### config.mk
export PLATFORM = sky130hd
export DESIGN_NAME = tiger_debug_tx
export DESIGN_NICKNAME = d
export VERILOG_FILES = /design/src/rtl/tiger_debug_tx.sv
export SDC_FILE = /design/constraint.sdc
export NUM_CORES = 1
export LEC_CHECK = 0
export CORE_MARGIN = 3
export CORE_UTILIZATION = 45
export CTS_CLUSTER_DIAMETER = 60
export CTS_CLUSTER_SIZE = 20
export DETAILED_ROUTE_END_ITERATION = 8
export GPL_ROUTABILITY_DRIVEN = 0
export HOLD_SLACK_MARGIN = 0.02
export PLACE_DENSITY = 0.63
export SYNTH_ARGS = -nofsm -noshare
export SYNTH_HDL_FRONTEND = slang
export SYNTH_SLANG_ARGS = --single-unit
### constraint.sdc
create_clock -name clk -period 4.8 [get_ports clk]
set_input_delay 0.96 -clock clk [delete_from_list [all_inputs] [get_ports clk]]
set_output_delay 0.96 -clock clk [all_outputs]
set_load 0.05 [all_outputs]
### src/rtl/tiger_debug_tx.sv
// CPU-to-host debug channel: an Avalon-written word FIFO feeding a host-clocked
// shift engine that sends a valid flag followed by the word, LSB first, on host_tdo.
module tiger_debug_tx #(
    parameter int DATA_WIDTH = 32,
    parameter int FIFO_DEPTH = 8,
    parameter int CNT_WIDTH  = 4
) (
    input  logic        clk,
    input  logic        reset,
    input  logic        avs_debugSlave_address,
    input  logic        avs_debugSlave_write,
    input  logic [31:0] avs_debugSlave_writedata,
    input  logic        avs_debugSlave_read,
    output logic [31:0] avs_debugSlave_readdata,
    output logic        avs_debugSlave_irq,
    input  logic        host_capture,
    input  logic        host_shift,
    output logic        host_tdo,
    output logic        host_busy
);

    localparam int PTR_WIDTH = CNT_WIDTH - 1;
    localparam int BIT_WIDTH = $clog2(DATA_WIDTH + 1);

    localparam logic [CNT_WIDTH-1:0] CNT_ONE  = CNT_WIDTH'(1);
    localparam logic [CNT_WIDTH-1:0] FULL_CNT = CNT_WIDTH'(FIFO_DEPTH);
    localparam logic [PTR_WIDTH-1:0] PTR_ONE  = PTR_WIDTH'(1);
    localparam logic [BIT_WIDTH-1:0] BIT_ONE  = BIT_WIDTH'(1);
    localparam logic [BIT_WIDTH-1:0] LAST_BIT = BIT_WIDTH'(DATA_WIDTH - 1);

    typedef enum logic [0:0] {
        IDLE  = 1'b0,
        SHIFT = 1'b1
    } shiftState_e;

    logic [DATA_WIDTH-1:0] fifoMem [FIFO_DEPTH];
    logic [PTR_WIDTH-1:0]  wrPtr;
    logic [PTR_WIDTH-1:0]  rdPtr;
    logic [CNT_WIDTH-1:0]  count;
    logic                  overflow;
    logic                  irqEn;

    shiftState_e           state;
    logic [DATA_WIDTH:0]   sr;
    logic [BIT_WIDTH-1:0]  bitCnt;
    logic                  irqReg;

    logic        fifoEmpty;
    logic        fifoFull;
    logic        busy;
    logic        pushReq;
    logic        ctrlWrite;
    logic        doPop;
    logic        doPush;
    logic        setOverflow;
    logic [31:0] statusWord;
    logic        unusedRead;

    // Avalon slave has zero wait states: a write is accepted on every cycle its
    // strobe is high, and readdata is valid in the same cycle as the address.
    assign unusedRead = avs_debugSlave_read;

    assign fifoEmpty = (count == '0);
    assign fifoFull  = (count == FULL_CNT);
    assign busy      = (state == SHIFT);

    assign pushReq   = avs_debugSlave_write && !avs_debugSlave_address;
    assign ctrlWrite = avs_debugSlave_write &&  avs_debugSlave_address;

    // A capture only pops what was already queued before this edge.
    assign doPop       = host_capture && !fifoEmpty;
    assign doPush      = pushReq && (!fifoFull || doPop);
    assign setOverflow = pushReq && fifoFull && !doPop;

    always_ff @(posedge clk) begin
        if (doPush) begin
            fifoMem[wrPtr] <= avs_debugSlave_writedata[DATA_WIDTH-1:0];
        end
    end

    always_ff @(posedge clk) begin
        if (reset) begin
            wrPtr    <= '0;
            rdPtr    <= '0;
            count    <= '0;
            overflow <= 1'b0;
            irqEn    <= 1'b0;
        end else begin
            if (doPush) begin
                wrPtr <= wrPtr + PTR_ONE;
            end
            if (doPop) begin
                rdPtr <= rdPtr + PTR_ONE;
            end
            case ({doPush, doPop})
                2'b10:   count <= count + CNT_ONE;
                2'b01:   count <= count - CNT_ONE;
                default: count <= count;
            endcase
            // A fresh overflow outranks a simultaneous clear.
            if (setOverflow) begin
                overflow <= 1'b1;
            end else if (ctrlWrite && avs_debugSlave_writedata[1]) begin
                overflow <= 1'b0;
            end
            if (ctrlWrite) begin
                irqEn <= avs_debugSlave_writedata[0];
            end
        end
    end

    always_ff @(posedge clk) begin
        if (reset) begin
            state  <= IDLE;
            sr     <= '0;
            bitCnt <= '0;
            irqReg <= 1'b0;
        end else begin
            irqReg <= irqEn && fifoEmpty && !busy;
            if (host_capture) begin
                bitCnt <= '0;
                if (!fifoEmpty) begin
                    sr    <= {fifoMem[rdPtr], 1'b1};
                    state <= SHIFT;
                end else begin
                    sr    <= '0;
                    state <= IDLE;
                end
            end else if (host_shift) begin
                sr <= {1'b0, sr[DATA_WIDTH:1]};
                if (state == SHIFT) begin
                    bitCnt <= bitCnt + BIT_ONE;
                    // The last data bit lands on sr[0] on this edge.
                    if (bitCnt == LAST_BIT) begin
                        state <= IDLE;
                    end
                end
            end
        end
    end

    always_comb begin
        statusWord                 = '0;
        statusWord[8 +: CNT_WIDTH] = count;
        statusWord[3]              = busy;
        statusWord[2]              = overflow;
        statusWord[1]              = fifoFull;
        statusWord[0]              = fifoEmpty;
    end

    assign avs_debugSlave_readdata = avs_debugSlave_address ? {31'b0, irqEn} : statusWord;
    assign avs_debugSlave_irq      = irqReg;
    assign host_tdo                = sr[0];
    assign host_busy               = busy;

endmodule

* Word-level counts from Yosys, hierarchy flattened *
Memories as Yosys holds them, arrays and structs flattened. A register that Yosys moved wholly into a read port is not among the register bits.
Cells that the tools add are included.

cells by class
  add/sub/neg operators = 5
  eq/ne operators = 4
  mux-type cells = 16
  reduce and logical (&&, ||, !) cells = 21

operators by type and width
  kind                 number
  $mux 33              3
  $mux 12              1
  $logic_and 1x1->1    9
  $mux 1               9
  $pmux 4 s2           1
  $add 3x1->3 const B  2
  $add 6x1->6 const B  1
  $eq 6x5->1 const B   1
  $mux 3               2
  $reduce_bool 2->1    3
  $logic_not 1->1      5
  $add 4x1->4 const B  1
  $eq 4x4->1 const B   1
  $logic_not 4->1      1
  $sub 4x1->4 const B  1
  $eq 2x1->1 const B   1
  $eq 2x2->1 const B   1
  $reduce_and 2->1     1
  $reduce_or 2->1      1
  $logic_or 1x1->1     1

word-level totals
  register bits after elaboration = 53
  RAM bits = 256
  input port bits = 39
  memories = 1

memories
  name     depth  width  rd ports  clocked after memory_dff  wr ports  line  RTL
  fifoMem  8      32     1         1                         1         36    logic [DATA_WIDTH-1:0] fifoMem [FIFO_DEPTH];

* Longest topological paths before layout *
Gate-level depths: netlist (run 1).

  word-level depth = 7
  mapped depth = 11
  mapped depth without buffers = 10

* Least setup slack after synthesis (run 1) *
OpenSTA, ideal clock, no wires.

  path type = input to register
  from = in host_capture
  to = mem fifoMem[0][0], enable pin
  arrival = 4290 ps
  data required time = 4299 ps
  setup slack = 9 ps
  stages on the path = 4
  path buffers = 0
  cell sequence = inv_1 > nand3_1 > nand2b_1 > nor4_1

between the ends
  cells in the longest elaborated chain, start to end = 5

RTL lines
  what                          line  RTL
  start, declared               16    input logic host_capture,
  $logic_and 1x1->1             71    assign doPop = host_capture && !fifoEmpty;
  $logic_or 1x1->1              72    assign doPush = pushReq && (!fifoFull || doPop);
  $logic_and 1x1->1             72
  $mux 1                        76    if (doPush) begin
  $mux 1 (not written as such)  77    fifoMem[wrPtr] <= avs_debugSlave_writedata[DATA_WIDTH-1:0];
  end, declared                 36

No other way between the ends.

* Worst setup path in the final report (run 1) *
  from = in avs_debugSlave_address
  to = out avs_debugSlave_readdata[1]

between the ends
  cells in the longest elaborated chain, start to end = 1

RTL lines
  what             line  RTL
  start, declared  10    input logic avs_debugSlave_address,
  $mux 12          151   assign avs_debugSlave_readdata = avs_debugSlave_address ? {31'b0, irqEn} : statusWord;
  end, declared    14    output logic [31:0] avs_debugSlave_readdata,

No other way between the ends.

==> results of run 1 <==
kinds of logic (layout without fill, tap and decap cells):
| group | count (synthesis) | after routing | synth area share, % |
|---|---|---|---|
| AND/OR/NAND/NOR | 104 | 104 | 4.148 |
| XOR/XNOR | 11 | 11 | 0.7752 |
| AO/OA/AOI/OAI | 48 | 48 | 3.312 |
| other | 1 | 24 | 0.03017 |
| multiplexers | 101 | 101 | 15.84 |
| adder cells (fa/ha/maj) | 6 | 6 | 0.6040 |
| buffers and inverters | 62 | 105 | 4.419 |
| flip-flops | 312 | 312 | 70.87 |
power groups by stage:
stage	Combinational [mW]	Clock (mW)	Sequential, mW
floorplan	0.666	0	3.19
global placement	0.767	0	3.23
detailed placement	0.786	0	3.24
CTS	0.788	1.96	3.18
global route	0.851	2.07	3.19
finish	0.781	1.92	3.17
metal layers:
metal  part of all wire (%)  GRT usage [%]  up-vias
met5                  0.057              0        -
met4                    1.5          2.916        2
met3                    5.9          3.246       31
met2                     49          25.99      173
met1                     44          21.15     3035
li1                       -              -     2662
through the flow:
stage	instance area, µm²	hold WS [ns]	total power, mW
5_1_grt	13780	0.5069	6.109
4_1_cts	13780	0.4762	5.928
3_5_place_dp	13050	0.4654	4.022
2_1_floorplan	12510	0.4448	3.851
3_3_place_gp	13050	0.4591	3.998
6_report	13780	0.4740	5.871
worst max path at each step:
| stage | from | slack (ns) | endpoint | depth (start not counted) |
|---|---|---|---|---|
| 2_1_floorplan | host_capture | 0.009 | fifoMem[0][0]$_DFFE_PP_ | 4 |
| 3_3_place_gp | avs_debugSlave_address | 1.02 | count[3]$_SDFFE_PP0P_ | 9 |
| 3_5_place_dp | avs_debugSlave_address | 0.97 | count[2]$_SDFFE_PP0P_ | 11 |
| 4_1_cts | avs_debugSlave_address | 1.07 | avs_debugSlave_readdata[1] | 3 |
| 5_1_grt | avs_debugSlave_address | 0.95 | avs_debugSlave_readdata[1] | 3 |
| 6_report | avs_debugSlave_address | 1.06 | avs_debugSlave_readdata[1] | 3 |
area by class of cell:
| cell class | instances | area, µm² |
|---|---|---|
| Fill cell | 2161 | 13240 |
| Sequential cell | 312 | 8813 |
| Multi-Input combinational cell | 294 | 3209 |
| Clock buffer | 28 | 604.3 |
| Timing Repair Buffer | 62 | 580.6 |
| Tap cell | 341 | 426.7 |
| Clock inverter | 11 | 135.1 |
| Inverter | 4 | 15.01 |
registers in the layout, indices dropped and copies added, names as in the netlist, named ones only:
| name | count |
|---|---|
| wrPtr | 3 |
| avs_debugSlave_irq | 1 |
| bitCnt | 6 |
| sr | 33 |
| host_busy | 1 |
| count | 4 |
| overflow | 1 |
| rdPtr | 3 |
| irqEn | 1 |
| fifoMem | 256 |
layout by cell type, fill, tap and decap left out, drive strengths merged, types with 2 or more instances in the layout:
cell	instances
a21oi	7
a221o	31
buf	15
bufinv	2
clkbuf	28
clkdlybuf4s50	47
clkinv	3
clkinvlp	2
conb	24
dfxtp	56
edfxtp	256
ha	6
inv	8
mux2	2
mux2i	35
mux4	64
nand2	14
nand2b	3
nand3	6
nor2	54
nor2b	7
nor3	6
nor4	2
nor4b	2
o21ai	5
or3	3
xnor2	5
xor2	6
critical path, delay by kind of cell:
| kind | cells | cell delay (ns) |
|---|---|---|
| AND/OR/NAND/NOR | 1 | 0.34 |
| buffers and inverters | 2 | 1.48 |
==> metrics.md, run 1 <==
| Metric | Value |
|---|---|
| Vias in the first global route | `6076` |
| Sequential Power Share | `54.1%` |
| Setup Crit Path Kind | `input pin to output port` |
| Critical Path Fanout Max | `14` |
| Final hold violations | `0` |
| Syn-to-layout area delta | `10.91%` |
| Slowest stage delay, CP | `around 0.86 ns` |
| Placed Cells incl. Taps | `approximately 1000` |
| Mapped Cells | `~650` |
| Post-DRT Antenna Nets | `0` |
| Cell Int Power | `4.434 mW` |
| Clock-pin slew on the worst setup and hold paths | `0.08 ns` |
| Slew headroom | `between 30 and 40%` |
| Setup-failing EPs final | `0` |
| Worst hold endpoint | `irqEn$_SDFFE_PP0P_` |
| Drt initial violations | `between 300 and 400` |
| Critical Path RT | `between 3 and 4 ns` |
| Post_cts resized | `0` |
| Startpoint Class | `input pin` |
| CORE AREA | `27030 µm²` |
| CP dominant cell by count | `clkdlybuf4s50_1` |
| Switch share | `between 20% and 30%` |
| Setup crit end kind | `output port` |
| Layout cells sized above 1 | `12.94%` |
| Worst-path cell chain | `clkdlybuf4s50_1 -> nor3_1 -> clkdlybuf4s50_1` |
| Die extent in y | `about 170 µm` |
| CTS H-Tree Depth | `1` |
| Slowest-stage cell, CP | `clkdlybuf4s50_1` |
| Post-CTS setup buffer count | `0` |
| Worst-case vdd ir drop | `~0.20 mV` |
| Wire length per cell | `21.61 µm` |
| Status | `completed` |
| Worst Max-Slew Pin Slew | `around 0.95 ns` |
| CTS Buf Count | `22` |
| IO buf count | `48` |
| #FFs+latches synth | `312` |
| Switch Pwr | `about 1.4 mW` |
| Crit Reg-Reg Endpoint | `count[3]$_SDFFE_PP0P_` |
| Mapped Area | `~12000 µm²` |
| Max clock buf depth | `3` |
| Hold depth | `2` |
| Unique masters post-synth | `45` |
| GR Util All Layers | `between 10% and 20%` |
| Starting Density | `45.99%` |
| Max Cap Viol | `0` |
| Max-slew violation count | `0` |
| Hold/Removal Path Class | `flip-flop to flip-flop` |
| Post-route minimum period | `~3.7 ns` |
| Largest area contributor in the netlist | `edfxtp_1` |
| Clock share of power | `between 30% and 40%` |
| Top post-synthesis cells by count | `edfxtp_1, dfxtp_1, nor2_1` |
| Fmax | `267.5 MHz` |
| Area contributors post-synth | `edfxtp_1, dfxtp_1, mux4_1` |
| Full die area | `between 20000 and 30000 µm²` |
| Layout Utilization | `between 50% and 60%` |
| Root buf cell | `clkbuf_16` |
| Detailed-route via count | `roughly 5900` |
| WP data arrival | `approximately 2.8 ns` |
| HP Start | `irqEn$_SDFFE_PP0P_` |
| Nets | `741` |
| Reg2reg path depth | `8` |
| Register-to-register setup slack | `2.06 ns` |
| Post-layout worst setup margin | `roughly 1.1 ns` |
| # diodes | `0` |
| Vias per cell | `about 5.6` |
| Tcrit/Tclk final | `77.89%` |
| Post-Route WL | `22740 µm` |
| Pwr Density | `approximately 430 nW/µm²` |
| Comb pwr share | `a little over an eighth` |
| RSZ-0062 raised after global routing | `false` |
| Sequential-to-total area share from yosys stat | `a little over 70%` |
| Yosys top cell area share | `about three fifths` |
| Synth warn | `0` |
| First-pass GRT wire length | `roughly 35000 µm` |
| Setup WS pre-CTS | `a little under 1 ns` |
| Non-filler instance count after layout | `1052` |
| Antenna violations before repair | `1` |
| Async S/R FF share, synth | `0%` |
| CTS tree | `done` |
| Avg Inst Size Synth | `a little under 20 µm²` |
| # hold bufs at CTS | `0` |
| Clock skew | `between 0.01 and 0.015 ns` |
| Rows | `60` |
| Width of the die | `about 170 µm` |
| Setup TNS | `0 ns` |
| DR pass1 iterations | `5` |
| EDFF count, synth | `approximately 260` |
| Most common cell in the netlist | `edfxtp_1` |
| HPWL Detailed | `12320 µm` |
| Post-route DRC violation count | `0` |
| Ys flop type | `edfxtp_1` |
| CTS Sinks | `312` |
| GRT overflow | `0` |
| RR Startpoint | `count[0]$_SDFFE_PP0P_` |
| Leak | `approximately 4.5 nW` |
| IO Pins | `74` |
| Worst-skew pair later-pin latency | `0.52 ns` |
| Largest net degree at the start of global routing | `39` |
Note: power is estimated with default switching activity, not from simulation.
==> inputs of run 2 (changes only) <==
- PLACE_DENSITY: 0.63 -> 0.6
- clock period: 4.8 -> 3.69 ns (I/O delays scaled with it)
==> metrics.md, run 2 (synthesis gave the netlist of run 1 again) <==
| Metric | Value |
|---|---|
| Status | `completed` |
| Post-route DRC violation count | `0 (unchanged)` |
| Largest regs | `fifoMem: 256 flops, sr: 33 flops, bitCnt: 6 flops` |
| Die extent in y | `172.2 µm (unchanged)` |
| Critical Path Fanout Max | `8 (-6)` |
| Starting Density | `45.99% (unchanged)` |
| First-pass GRT wire length | `35630 µm (+2.0%)` |
| Clock-pin slew on the worst setup and hold paths | `0.08 ns (about the same)` |
| Rows | `60 (unchanged)` |
| Final hold violations | `0 (unchanged)` |
| Slowest stage delay, CP | `0.83 ns (-0.03 ns)` |
| Largest net degree at the start of global routing | `46 (+18%)` |
| Tcrit/Tclk final | `a little under 90%` |
| Detailed-route via count | `5841 (-1.1%)` |
| Worst-skew pair later-pin latency | `0.53 ns (about the same)` |
| Syn-to-layout area delta | `12.42%` |
| # diodes | `0 (unchanged)` |
| Nets | `745 (+0.54%)` |
| Width of the die | `172.2 µm (unchanged)` |
| Post_cts resized | `0 (unchanged)` |
| Slowest-stage cell, CP | `clkdlybuf4s50_1` |
| CORE AREA | `27030 µm² (unchanged)` |
| Post-route minimum period | `3.211 ns` |
| Worst-case vdd ir drop | `0.2937 mV (+44%)` |
| Wire length per cell | `22.26 µm (+3.0%)` |
| Startpoint Class | `flip-flop` |
| Hold/Removal Path Class | `flip-flop to flip-flop` |
| Fmax | `roughly 310 MHz` |
| WP data arrival | `2.47 ns (-0.31 ns)` |
| Setup TNS | `0 ns (unchanged)` |
| GRT overflow | `0 (unchanged)` |
| Max-slew violation count | `0 (unchanged)` |
| Antenna violations before repair | `1 (unchanged)` |
| RR Startpoint | `count[0]$_SDFFE_PP0P_` |
| Post-CTS setup buffer count | `0 (unchanged)` |
| # hold bufs at CTS | `0 (unchanged)` |
| Drt initial violations | `396 (+14%)` |
| CTS Buf Count | `23 (+4.5%)` |
| Post-DRT Antenna Nets | `0 (unchanged)` |
| HPWL Detailed | `12570 µm (+2.0%)` |
| Top Family by Delay on Critical Path | `buffers and inverters` |
| Leak | `4.567 nW (+1.4%)` |
| Full die area | `29650 µm² (unchanged)` |
| Root buf cell | `clkbuf_16` |
| Setup Crit Path Kind | `flip-flop to output port` |
| Total power | `7.675 mW (+31%)` |
| IO Pins | `74 (unchanged)` |
| Clock skew | `0.01548 ns (+0.002981 ns)` |
| Largest Register | `fifoMem` |
| Vias per cell | `5.521 (-1.6%)` |
| Buf/Inv on CP | `1 (-1)` |
| Setup-failing EPs final | `0 (unchanged)` |
| CTS H-Tree Depth | `1 (unchanged)` |
| Most common cell after layout, fill and taps aside | `edfxtp_1` |
| Layout cells sized above 1 | `13.95% (+1.0 points)` |
| Critical Path RT | `2.95 ns (-0.89 ns)` |
| Fillers | `2168 (+0.32%)` |
| Max Cap Viol | `0 (unchanged)` |
| Worst Max-Slew Pin Slew | `0.8651 ns (-0.08444 ns)` |
| Vias in the first global route | `6067 (-0.15%)` |
| Crit. Startpoint | `count[0]$_SDFFE_PP0P_` |
| DR pass1 iterations | `4 (-1)` |
| Largest register FFs | `256 (unchanged)` |
| Worst-path cell chain | `or4_4 -> o21ai_0 -> clkdlybuf4s50_1` |
| HP Start | `rdPtr[1]$_SDFFE_PP0N_` |
| GR Util All Layers | `15.94% (+0.51 points)` |
| Setup crit end kind | `output port` |
| RSZ-0062 raised after global routing | `false` |
| IO buf count | `48 (unchanged)` |
| Hold Slack | `0.4954 ns (+0.02141 ns)` |
| CTS tree | `done` |
| CTS Sinks | `312 (unchanged)` |
| Post-Route WL | `23550 µm (+3.6%)` |
| Most frequent cells in the layout | `edfxtp_1, dfxtp_1, nor2_1, clkdlybuf4s50_1, mux4_1` |
| Pwr Density | `549.3 nW/µm² (+29%)` |
| Max clock buf depth | `3 (unchanged)` |
| Slew headroom | `42.33% (+5.8 points)` |
[run 2: cell count changes in the layout (fill, tap and decap cells not counted), moves of 2 or more]
cell,previous run,this run
nor4_2,2,0
clkinv_8,0,2
buf_12,0,10
nor3_4,1,3
nor4_4,0,2
clkinv_2,1,3
inv_4,0,2
nor3_2,2,0
clkbuf_1,4,2
buf_4,14,8
[run 2: power breakdown]
part	internal [mW]	total, mW	switching [mW]
Sequential	3.97	4.12	0.152
Combinational	0.486	1.05	0.562
Clock	1.29	2.51	1.22
[run 2: final timing paths]
path,to,slack [ns],cells after the start
worst min register to register,rdPtr[1]$_SDFFE_PP0N_,0.50,2
worst min-delay path,rdPtr[1]$_SDFFE_PP0N_,0.50,2
worst max register to register,count[3]$_SDFFE_PP0P_,0.98,8
worst max-delay path,avs_debugSlave_readdata[0],0.48,3
[run 2: metal layers]
layer | global-route usage (%) | share of wire (%) | up-vias
met3 | 2.332 | 4.1 | 32
met4 | 3.402 | 1.7 | 2
met1 | 21.93 | 44 | 3004
met2 | 27.36 | 50 | 117
met5 | 0 | 0.085 | -
li1 | - | - | 2686
[run 2: worst min-delay path: stages (launching register included)]
cell	delay, ns
dfxtp_1	0.32
nand2_1	0.05
a21oi_1	0.07
[run 2: per-stage QoR]
step	worst slack, ns	instances	instance area, µm²	utilization (%)
2_1_floorplan	0.4577	668	12540	-
6_report	0.4792	1058	13970	51.70
3_3_place_gp	0.3033	1016	13220	48.92
4_1_cts	0.4571	1058	13970	51.70
5_1_grt	0.3858	1058	13970	51.70
3_5_place_dp	0.2156	1016	13220	48.92
[run 2: cell type report]
cell class | count | area, µm² | area share, %
flip-flops and latches | 312 | 8813 | 63.08
clock inverters | 15 | 147.6 | 1.057
clock buffers | 27 | 604.3 | 4.325
well taps | 341 | 426.7 | 3.054
repair buffers | 65 | 725.7 | 5.194
multi-input cells | 294 | 3239 | 23.18
inverters | 4 | 15.01 | 0.1075
